### src/rtl/ctrl_sequencer.sv
// ctrl_sequencer: multi-cycle FETCH/DECODE/EXEC/MEM/WB control unit owning pc, halt status and retired count
module ctrl_sequencer #(
    parameter int OPCODE_WIDTH = 5,
    parameter int DEST_WIDTH   = 9,
    parameter int SRC1_WIDTH   = 9,
    parameter int SRC2_WIDTH   = 9,
    parameter int INSTR_WIDTH  = 32,
    parameter int DATA_WIDTH   = 32,
    parameter int PC_WIDTH     = 16,
    parameter int CNT_WIDTH    = 32
) (
    input  logic                    clk,
    input  logic                    rst,
    output logic                    imem_req,
    output logic [PC_WIDTH-1:0]     imem_addr,
    input  logic                    imem_ack,
    input  logic [INSTR_WIDTH-1:0]  imem_rdata,
    output logic [DEST_WIDTH-1:0]   rf_raddr1,
    output logic [SRC2_WIDTH-1:0]   rf_raddr2,
    input  logic [DATA_WIDTH-1:0]   rf_rdata1,
    input  logic [DATA_WIDTH-1:0]   rf_rdata2,
    output logic                    rf_we,
    output logic [DEST_WIDTH-1:0]   rf_waddr,
    output logic [1:0]              wb_sel,
    output logic                    alu_en,
    output logic [OPCODE_WIDTH-1:0] alu_op,
    output logic                    flags_we,
    output logic                    dmem_req,
    output logic                    dmem_we,
    output logic [SRC2_WIDTH-1:0]   dmem_addr,
    output logic [DATA_WIDTH-1:0]   dmem_wdata,
    input  logic                    dmem_ack,
    output logic                    halted,
    output logic                    illegal,
    output logic [CNT_WIDTH-1:0]    instret
);
    typedef enum logic [2:0] {FETCH, DECODE, EXEC, MEM, WB, HALT} state_t;

    localparam logic [OPCODE_WIDTH-1:0] OP_ALU_MAX = OPCODE_WIDTH'(17);
    localparam logic [OPCODE_WIDTH-1:0] OP_CMP     = OPCODE_WIDTH'(18);
    localparam logic [OPCODE_WIDTH-1:0] OP_NOP     = OPCODE_WIDTH'(19);
    localparam logic [OPCODE_WIDTH-1:0] OP_LOADI   = OPCODE_WIDTH'(20);
    localparam logic [OPCODE_WIDTH-1:0] OP_STORE   = OPCODE_WIDTH'(21);
    localparam logic [OPCODE_WIDTH-1:0] OP_MOV     = OPCODE_WIDTH'(22);
    localparam logic [OPCODE_WIDTH-1:0] OP_J       = OPCODE_WIDTH'(23);
    localparam logic [OPCODE_WIDTH-1:0] OP_BEQ     = OPCODE_WIDTH'(24);
    localparam logic [OPCODE_WIDTH-1:0] OP_HLT     = OPCODE_WIDTH'(25);

    state_t                  state, state_next;
    logic [INSTR_WIDTH-1:0]  ir;
    logic [PC_WIDTH-1:0]     pc, pc_next, pc_inc, target;
    logic [OPCODE_WIDTH-1:0] opcode;
    logic [DEST_WIDTH-1:0]   dest;
    logic [SRC1_WIDTH-1:0]   src1;
    logic [SRC2_WIDTH-1:0]   src2;
    logic                    is_alu, is_store, retire, set_halt, set_illegal;

    assign opcode     = ir[OPCODE_WIDTH-1:0];
    assign dest       = ir[OPCODE_WIDTH +: DEST_WIDTH];
    assign src1       = ir[OPCODE_WIDTH+DEST_WIDTH +: SRC1_WIDTH];
    assign src2       = ir[OPCODE_WIDTH+DEST_WIDTH+SRC1_WIDTH +: SRC2_WIDTH];
    assign is_alu     = opcode != '0 && opcode <= OP_ALU_MAX;
    assign is_store   = opcode == OP_STORE;
    assign pc_inc     = pc + 1'b1;
    assign target     = PC_WIDTH'(src2);
    assign imem_addr  = pc;
    // BEQ compares dest against src1; everything else reads src1/src2
    assign rf_raddr1  = opcode == OP_BEQ ? dest : DEST_WIDTH'(src1);
    assign rf_raddr2  = opcode == OP_BEQ ? SRC2_WIDTH'(src1) : src2;
    assign rf_waddr   = dest;
    assign wb_sel     = opcode == OP_LOADI ? 2'd1 : opcode == OP_MOV ? 2'd2 : 2'd0;
    assign alu_op     = opcode;
    assign dmem_we    = dmem_req && is_store;
    assign dmem_addr  = is_store ? SRC2_WIDTH'(dest) : src2;
    assign dmem_wdata = rf_rdata1;

    always_comb begin
        state_next  = state;
        pc_next     = pc;
        retire      = 1'b0;
        set_halt    = 1'b0;
        set_illegal = 1'b0;
        imem_req    = 1'b0;
        alu_en      = 1'b0;
        flags_we    = 1'b0;
        dmem_req    = 1'b0;
        rf_we       = 1'b0;
        case (state)
            FETCH: begin
                imem_req = 1'b1;
                if (imem_ack) state_next = DECODE;
            end
            DECODE: state_next = EXEC;
            EXEC: begin
                if (is_alu) begin
                    alu_en     = 1'b1;
                    state_next = WB;
                end else if (opcode == OP_CMP || opcode == OP_NOP) begin
                    alu_en     = opcode == OP_CMP;
                    flags_we   = opcode == OP_CMP;
                    retire     = 1'b1;
                    pc_next    = pc_inc;
                    state_next = FETCH;
                end else if (opcode == OP_LOADI || is_store) begin
                    state_next = MEM;
                end else if (opcode == OP_MOV) begin
                    state_next = WB;
                end else if (opcode == OP_J || opcode == OP_BEQ) begin
                    retire     = 1'b1;
                    pc_next    = opcode == OP_J || rf_rdata1 == rf_rdata2 ? target : pc_inc;
                    state_next = FETCH;
                end else begin
                    retire      = opcode == OP_HLT;
                    set_halt    = 1'b1;
                    set_illegal = opcode != OP_HLT;
                    state_next  = HALT;
                end
            end
            MEM: begin
                dmem_req = 1'b1;
                if (dmem_ack) begin
                    retire     = is_store;
                    pc_next    = is_store ? pc_inc : pc;
                    state_next = is_store ? FETCH : WB;
                end
            end
            WB: begin
                rf_we      = 1'b1;
                retire     = 1'b1;
                pc_next    = pc_inc;
                state_next = FETCH;
            end
            default: ;
        endcase
        // reset must silence strobes immediately, not one cycle later
        if (!rst) begin
            imem_req = 1'b0;
            alu_en   = 1'b0;
            flags_we = 1'b0;
            dmem_req = 1'b0;
            rf_we    = 1'b0;
        end
    end

    always_ff @(posedge clk) begin
        if (!rst) begin
            state   <= FETCH;
            pc      <= '0;
            ir      <= '0;
            instret <= '0;
            halted  <= 1'b0;
            illegal <= 1'b0;
        end else begin
            state   <= state_next;
            pc      <= pc_next;
            halted  <= halted | set_halt;
            illegal <= illegal | set_illegal;
            if (state == FETCH && imem_ack) ir <= imem_rdata;
            if (retire) instret <= instret + 1'b1;
        end
    end
endmodule

### config.mk
export PLATFORM = sky130hd
export DESIGN_NAME = ctrl_sequencer
export DESIGN_NICKNAME = d
export VERILOG_FILES = /design/src/rtl/ctrl_sequencer.sv
export SDC_FILE = /design/constraint.sdc
export NUM_CORES = 1
export LEC_CHECK = 0
export CORE_MARGIN = 2
export CORE_UTILIZATION = 42
export DETAILED_ROUTE_END_ITERATION = 16
export HOLD_SLACK_MARGIN = 0.02
export PLACE_DENSITY = 0.81
export SLEW_MARGIN = 20
export SYNTH_ARGS = -nofsm -noshare
export SYNTH_HDL_FRONTEND = slang
export SYNTH_SLANG_ARGS = --single-unit
### constraint.sdc
create_clock -name clk -period 3 [get_ports clk]
set_input_delay 0.6 -clock clk [delete_from_list [all_inputs] [get_ports clk]]
set_output_delay 0.6 -clock clk [all_outputs]
set_load 0.05 [all_outputs]
Word-level counts from Yosys, hierarchy flattened
Index checks and enable logic that the tools add are counted.

operators by class
  $add $sub $neg = 2
  $lt $le $gt $ge = 1
  equal/unequal tests = 21
  mux-type cells = 55
  bitwise operators = 2
  reduce and logical (&&, ||, !) cells = 13

operator list
  operator                                                               count
  16-bit two-way mux                                                     8
  16-bit case mux with 3 select lines                                    1
  5-bit equality test, second input constant                             8
  32-bit by 1-bit adder with 32-bit output, second input constant        1
  32-bit equality test                                                   1
  1-bit two-way mux                                                      31
  9-bit two-way mux                                                      3
  3-bit two-way mux                                                      8
  16-bit by 1-bit adder with 16-bit output, second input constant        1
  3-bit case mux with 5 select lines                                     1
  5-bit nonzero test                                                     2
  3-bit inequality test, second input constant                           3
  2-bit inequality test, second input constant                           4
  7-bit AND reduction                                                    1
  3-bit by 2-bit equality test with 1-bit output, second input constant  2
  5-bit less-or-equal comparator, second input constant                  1
  5-bit inequality test, second input constant                           1
  1-bit logical OR                                                       4
  2-bit two-way mux                                                      2
  3-bit by 1-bit equality test with 1-bit output, second input constant  1
  3-bit equality test, second input constant                             1
  1-bit logical AND                                                      3
  3-bit zero test                                                        1
  1-bit case mux with 3 select lines                                     1
  3 further kinds                                                        4

word-level totals
  register bits = 85
  input bits = 100
  output and inout port bits = 131
  logic and storage cells = 100

Depth between registers and ports, before layout
Gate-level depths: netlist of run 1.

  depth in word-level cells = 9
  mapped depth = 9

Least setup slack after synthesis of run 1
OpenSTA, ideal clock, no wires.

  path kind = input to output
  start = input port rst
  end = output port alu_en
  arrival = 2.640 ns
  required time = 2.400 ns
  slack = -0.240 ns
  stages on the path = 4
  path buffers = 1
  cell sequence = clkbuf_1 > nand2_1 > nor3_1 > o21bai_1

between the ends
  word-level cells in the longest chain between the ends = 1

ends and longest elaborated chain
  item               line  source
  start, declared    13    input logic rst,
  1-bit two-way mux  136   if (!rst) begin
  end, declared      25    output logic alu_en,

Every way passes these cells.

Worst setup path after layout of run 1
  start = register ir[2]
  end = output port dmem_addr[7]

between the ends
  word-level cells in the longest chain between the ends = 2

ends and longest elaborated chain
  item                    line  source
  start, declared         50    logic [INSTR_WIDTH-1:0] ir;
  start signal, assigned  158   if (state == FETCH && imem_ack) ir <= imem_rdata;
  5-bit equality test     63    assign is_store = opcode == OP_STORE;
  9-bit two-way mux       74    assign dmem_addr = is_store ? SRC2_WIDTH'(dest) : src2;
  end, declared           30    output logic [SRC2_WIDTH-1:0] dmem_addr,

Every way passes these cells.

==> results of run 1 <==
[final timing paths]
| path | start | endpoint | slack (ns) | cells past startpoint |
|---|---|---|---|---|
| setup / recovery | ir[2]$_SDFFE_PN0P_ | dmem_addr[7] | 0.17 | 4 |
| hold / removal | ir[16]$_SDFFE_PN0P_ | ir[16]$_SDFFE_PN0P_ | 0.47 | 2 |
| setup reg to reg | ir[0]$_SDFFE_PN0P_ | instret[22]$_SDFFE_PN0P_ | 0.44 | 7 |
| hold reg to reg | ir[16]$_SDFFE_PN0P_ | ir[16]$_SDFFE_PN0P_ | 0.47 | 2 |
[critical path: cells and delay by family (launching register included)]
kind          cells  cell delay [ns]
simple gates      2             0.67
mux               1             0.42
buf+inv           1             0.19
flops             1             0.60
[routing by layer]
metal | global-route usage [%] | wire, µm | vias up
met5 | 0 | 0 | -
met2 | 43.9 | 8100 | 210
met3 | 5.88 | 1140 | 26
li1 | - | - | 2524
met1 | 27.6 | 6480 | 2405
met4 | 8.70 | 351 | 0
[synthesized netlist by cell type (4+ instances only)]
cell type	count	area, µm²
a21oi_1	44	220
dfxtp_1	85	1700
mux2_2	29	327
and3_1	14	87.6
and2_1	8	50.1
nand2_1	110	413
xor2_1	39	342
nand3_1	17	85.1
nor2b_1	5	31.3
inv_1	5	18.8
nand4_1	15	93.8
o221ai_1	6	52.6
buf_2	5	25.0
xnor2_1	21	184
nor2_1	47	176
nor3_1	18	90.1
or3_1	6	37.5
buf_4	47	353
nor4_1	16	100
o31ai_1	4	30.0
clkbuf_1	33	124
nor4b_1	6	52.6
o21ai_0	19	95.1
or4_1	5	37.5
[kinds of logic (layout without fill, tap and decap cells)]
family          after synthesis  in the layout  share of synthesized area, %
compound gates               95             95                          11.6
buf+inv                      91            262                          10.3
flops                        85             85                          33.4
simple gates                281            281                          27.2
fa+ha+maj                     2              2                         0.491
xor+xnor                     60             60                          10.3
mux                          31             31                          6.80
[layout make-up]
| class | instances | area, µm² | share of cell area, % |
|---|---|---|---|
| Timing Repair Buffer | 241 | 2370 | 31.7 |
| Clock buffer | 11 | 253 | 3.37 |
| Clock inverter | 5 | 81.3 | 1.09 |
| Multi-Input combinational cell | 469 | 2880 | 38.4 |
| Tap cell | 147 | 184 | 2.46 |
| Sequential cell | 85 | 1700 | 22.7 |
| Inverter | 5 | 18.8 | 0.251 |
[what timing repair did]
action | 4_1_cts | 5_1_grt
setup buffers | 0 | 0
endpoints found under the setup margin | 0 | 9
resized for setup | 0 | 1
[sequential cells by signal, indices dropped and copies added (netlist names)]
signal	flops
instret	32
state	3
illegal	1
ir	32
imem_addr	16
halted	1
[through the flow]
step | power [mW] | util, % | cells | setup WS, ns | hold WS [ns]
global placement | 2.07 | 60.1 | 947 | 0.242 | 0.452
finish | 3.29 | 62.9 | 963 | 0.174 | 0.474
global route | 3.42 | 62.9 | 963 | 0.0772 | 0.496
detailed placement | 2.09 | 60.1 | 947 | 0.145 | 0.464
floorplan | 1.78 | - | 645 | 0.150 | 0.443
CTS | 3.32 | 62.9 | 963 | 0.0356 | 0.473
[power groups by stage]
| stage | logic [mW] | clock network, mW | registers, mW |
|---|---|---|---|
| detailed placement | 0.830 | 0 | 1.26 |
| CTS | 0.833 | 1.25 | 1.23 |
| global placement | 0.815 | 0 | 1.25 |
| global route | 0.874 | 1.30 | 1.24 |
| finish | 0.829 | 1.23 | 1.24 |
| floorplan | 0.537 | 0 | 1.25 |
==> flow_summary.ini, run 1 <==
[placed_design]
placed_cell_area_um2 = 7160
dp_hpwl_um = 12200
gp_congestion = 0.865
portBuffers = 230

[cells_and_area]
area_delta_synth_final_pct = 46.9
fin_nets = 913
final_cell_mix = clkdlybuf4s50_1, nand2_1, dfxtp_1
design_area_um2 = 7490
layout_commonest_cell = clkdlybuf4s50_1
fill_cells = 975
drive_gt1_share_pct = 13.0
diodes = 0

[sta]
worstMarginPinSlew_ns = 0.799
period_share_pct = 94.2
slew_headroom_pct = 46.7
period_minus_slack_ns = 2.83
clock-skew-final_ns = 0.00923
tns_ns = 0
setup_viol = 0
grt_setup_unrepaired = false
timing.final.max_slew_violations = 0
hold_viol = 0
fmax_ghz = 0.354

[grt]
grt_max_degree = 44
first_global_vias = 5065
grt_pass1_wl_um = 25200
antenna_found_initial = 0
gr-total-overflow = 0
grt_use_total_pct = 24.2

[pwr]
clockPowerShare_pct = 37.3
swShare_pct = 30.6
power_density_nw_per_um2 = 440
p_switching_mw = 1.01
p_int_mw = 2.29
p_leak_nw = 2.77
comb_power_share_pct = 25.2
seq_power_share_pct = 37.5
vdd_ir_drop_max_uv = 273

[synthesis]
ys_seq_elements = 85
synth_cells = 645
yosysWarningCount = 0
synthFlopType = dfxtp_1
synth_seq_area_share_pct = 33.4
syn_nets = 747
synth_edf_count = 0
synth.cell_area_um2 = 5100
syn_area_per_cell_um2 = 7.91
ys_async_sr_fraction_pct = 0
synth_cell_type_count = 56

[route]
drc = 0
wirelength_um = 16100
drtIter0Drc = 268
vias = 5165
first_pass_iters = 4
wl_per_cell_um = 16.7
via_per_inst = 5.36
ant_nets = 0

[job]
drv_cap = 0

[critical_path]
worstPathRequired_ns = 2.40
crit_arrival_ns = 2.23
worst_path_max_delay_cell = dfxtp_1
max_stage_delay_ns = 0.60
setup.worst_path.class = reg2out
end_kind = output pin
cp_max_fo = 14
crit_path_start_kind = flop
cp_cell_sequence = and4bb_2 > nand2_1 > mux2_2 > buf_4

[floorplanning]
die_h_um = 114
start_util_pct = 42.8
die_w_um = 114
ios = 231
core_um2 = 11900
rows = 40
die-area_um2 = 13000

[clock_tree]
cts_buffers = 9
clock_path_buffers = 2
tritoncts = built
cts.root.buffer_cell = clkbuf_16
cts.sinks = 85
insertion_delay_ns = 0.34
cts_htree_levels = 3
cts.clk_slew.worst_paths_ns = 0.06
hold_buffers = 0

[run_status]
status = finished, final reports clean

[hold_path]
hold_path_class = reg2reg
(Power assumes the default switching activity.)
==> inputs of run 2 (changes only) <==
- CORE_UTILIZATION: 42 -> 40
- PLACE_DENSITY: 0.81 -> 0.78
==> flow_summary.ini, run 2 (synthesis gave the netlist of run 1 again) <==
[placed_design]
dp_hpwl_um = 12200
gp_congestion = 0.851
portBuffers = 230
placed_cells = 974

[clock_tree]
cts_buffers = 9
ctsResizeCount = 0
cts.root.buffer_cell = clkbuf_16
hold_buffers = 0
tritoncts = built
cts.sinks = 85
cts_htree_levels = 3
postCtsSetupBuffers = 0
insertion_delay_ns = 0.35
cts.clk_slew.worst_paths_ns = 0.06
clock_path_buffers = 2

[pwr]
swShare_pct = 32.9
power_mw = 3.09
comb_power_share_pct = 26.9
power_density_nw_per_um2 = 413
p_switching_mw = 1.02
p_int_mw = 2.07
vdd_ir_drop_max_uv = 293
seq_power_share_pct = 39.9
clockPowerShare_pct = 33.2
p_leak_nw = 2.75

[critical_path]
critPathBufInv = 1
r2r_start = ir[0]$_SDFFE_PN0P_
cp_top_family = simple AND/OR/NAND/NOR gates
crit_start = ir[2]$_SDFFE_PN0P_
crit_path_start_kind = flop
setup.worst_path.class = reg2out
cp_max_fo = 14
crit_arrival_ns = 2.20
max_stage_delay_ns = 0.58
worst_path_max_delay_cell = dfxtp_1
worstRegToRegCells = 7
end_kind = output pin
r2r-end = instret[16]$_SDFFE_PN0P_
worstPathRequired_ns = 2.40
cp_cell_sequence = and4bb_2 > nand2_1 > mux2_2 > buf_4
cp.depth = 4
endpoint = dmem_addr[0]
reg2reg_setup_slack_ns = 0.41

[cells_and_area]
fill_cells = 1123
seqCellArea_um2 = 1700
final_cell_mix = clkdlybuf4s50_1, nand2_1, dfxtp_1
multi_input_area_um2 = 2880
drive_gt1_share_pct = 12.7
diodes = 0
fin_nets = 915
layout_commonest_cell = clkdlybuf4s50_1
area_delta_synth_final_pct = 46.6
stdcell_count = 990

[sta]
tns_ns = 0
timing.final.max_slew_violations = 0
period_share_pct = 93.2
hold_viol = 0
clock-skew-final_ns = 0.00978
fmax_ghz = 0.358
period_minus_slack_ns = 2.80
slew_headroom_pct = 49.5
setup_viol = 0
worstMarginPinSlew_ns = 0.757
grt_setup_unrepaired = false

[grt]
grt_use_total_pct = 22.7
first_global_vias = 5008
antenna_found_initial = 0
grt_pass1_wl_um = 24500
gr-total-overflow = 0
grt_max_degree = 47

[route]
drc = 0
vias = 5234
drtIter0Drc = 285
wl_per_cell_um = 16.1
first_pass_iters = 4
via_per_inst = 5.29
wirelength_um = 15900
ant_nets = 0

[floorplanning]
start_util_pct = 40.7
die-area_um2 = 13700
die_h_um = 117
rows = 41
die_w_um = 117
core_um2 = 12500
ios = 231

[run_status]
status = finished, final reports clean

[job]
drv_cap = 0

[hold_path]
hold_path_class = reg2reg
## run 2: cell count changes in the layout (fill, tap and decap cells not counted)
cell | before | now
bufinv_16 | 2 | 0
clkdlybuf4s50_1 | 195 | 197
dfxtp_1 | 84 | 85
clkinv_2 | 1 | 3
dfxtp_2 | 1 | 0
clkbuf_8 | 2 | 0
clkinvlp_4 | 1 | 2
clkbuf_1 | 0 | 1
## run 2: power by group through the flow
stage / clock [mW] / combinational [mW] / sequential, mW
2_1_floorplan: 0 / 0.537 / 1.25
3_3_place_gp: 0 / 0.822 / 1.25
3_5_place_dp: 0 / 0.833 / 1.26
4_1_cts: 1.05 / 0.835 / 1.23
5_1_grt: 1.10 / 0.878 / 1.24
6_report: 1.03 / 0.830 / 1.23
## run 2: area by class of cell
cell class,count,area share [%]
multi-input combinational,469,38.5
timing repair buffer,243,32.0
sequential,85,22.8
clock buffer,10,3.06
tap,172,2.88
clock inverter,6,0.519
inverter,5,0.251
## run 2: worst min-delay path, stage by stage, from the launching register on
cell     delay (ns)
dfxtp_1        0.32
nand2_1        0.05
a21oi_1        0.05
## run 2: metrics by stage
stage          util [%]  cell area (µm²)  setup WS, ns  hold WS [ns]
2_1_floorplan         -             5100         0.150         0.443
3_3_place_gp       57.6             7210         0.259         0.451
3_5_place_dp       57.6             7210         0.138         0.461
4_1_cts            59.7             7470         0.195         0.469
5_1_grt            59.7             7470        0.0469         0.484
6_report           59.7             7470         0.204         0.470
## run 2: worst min path at each step
stage	slack, ns	cells past startpoint	to	from
3_5_place_dp	0.46	2	ir[17]$_SDFFE_PN0P_	ir[17]$_SDFFE_PN0P_
5_1_grt	0.48	2	ir[21]$_SDFFE_PN0P_	ir[21]$_SDFFE_PN0P_
2_1_floorplan	0.44	2	ir[14]$_SDFFE_PN0P_	ir[14]$_SDFFE_PN0P_
4_1_cts	0.47	2	ir[17]$_SDFFE_PN0P_	ir[17]$_SDFFE_PN0P_
3_3_place_gp	0.45	2	ir[21]$_SDFFE_PN0P_	ir[21]$_SDFFE_PN0P_
6_report	0.47	2	ir[17]$_SDFFE_PN0P_	ir[17]$_SDFFE_PN0P_
## run 2: metal layers
| layer | global-route usage (%) | vias up | wire (µm) |
|---|---|---|---|
| met4 | 7.92 | 0 | 304 |
| met2 | 39.4 | 190 | 8090 |
| met3 | 6.90 | 23 | 1180 |
| met5 | 0 | - | 0 |
| met1 | 26.7 | 2483 | 6350 |
| li1 | - | 2538 | - |
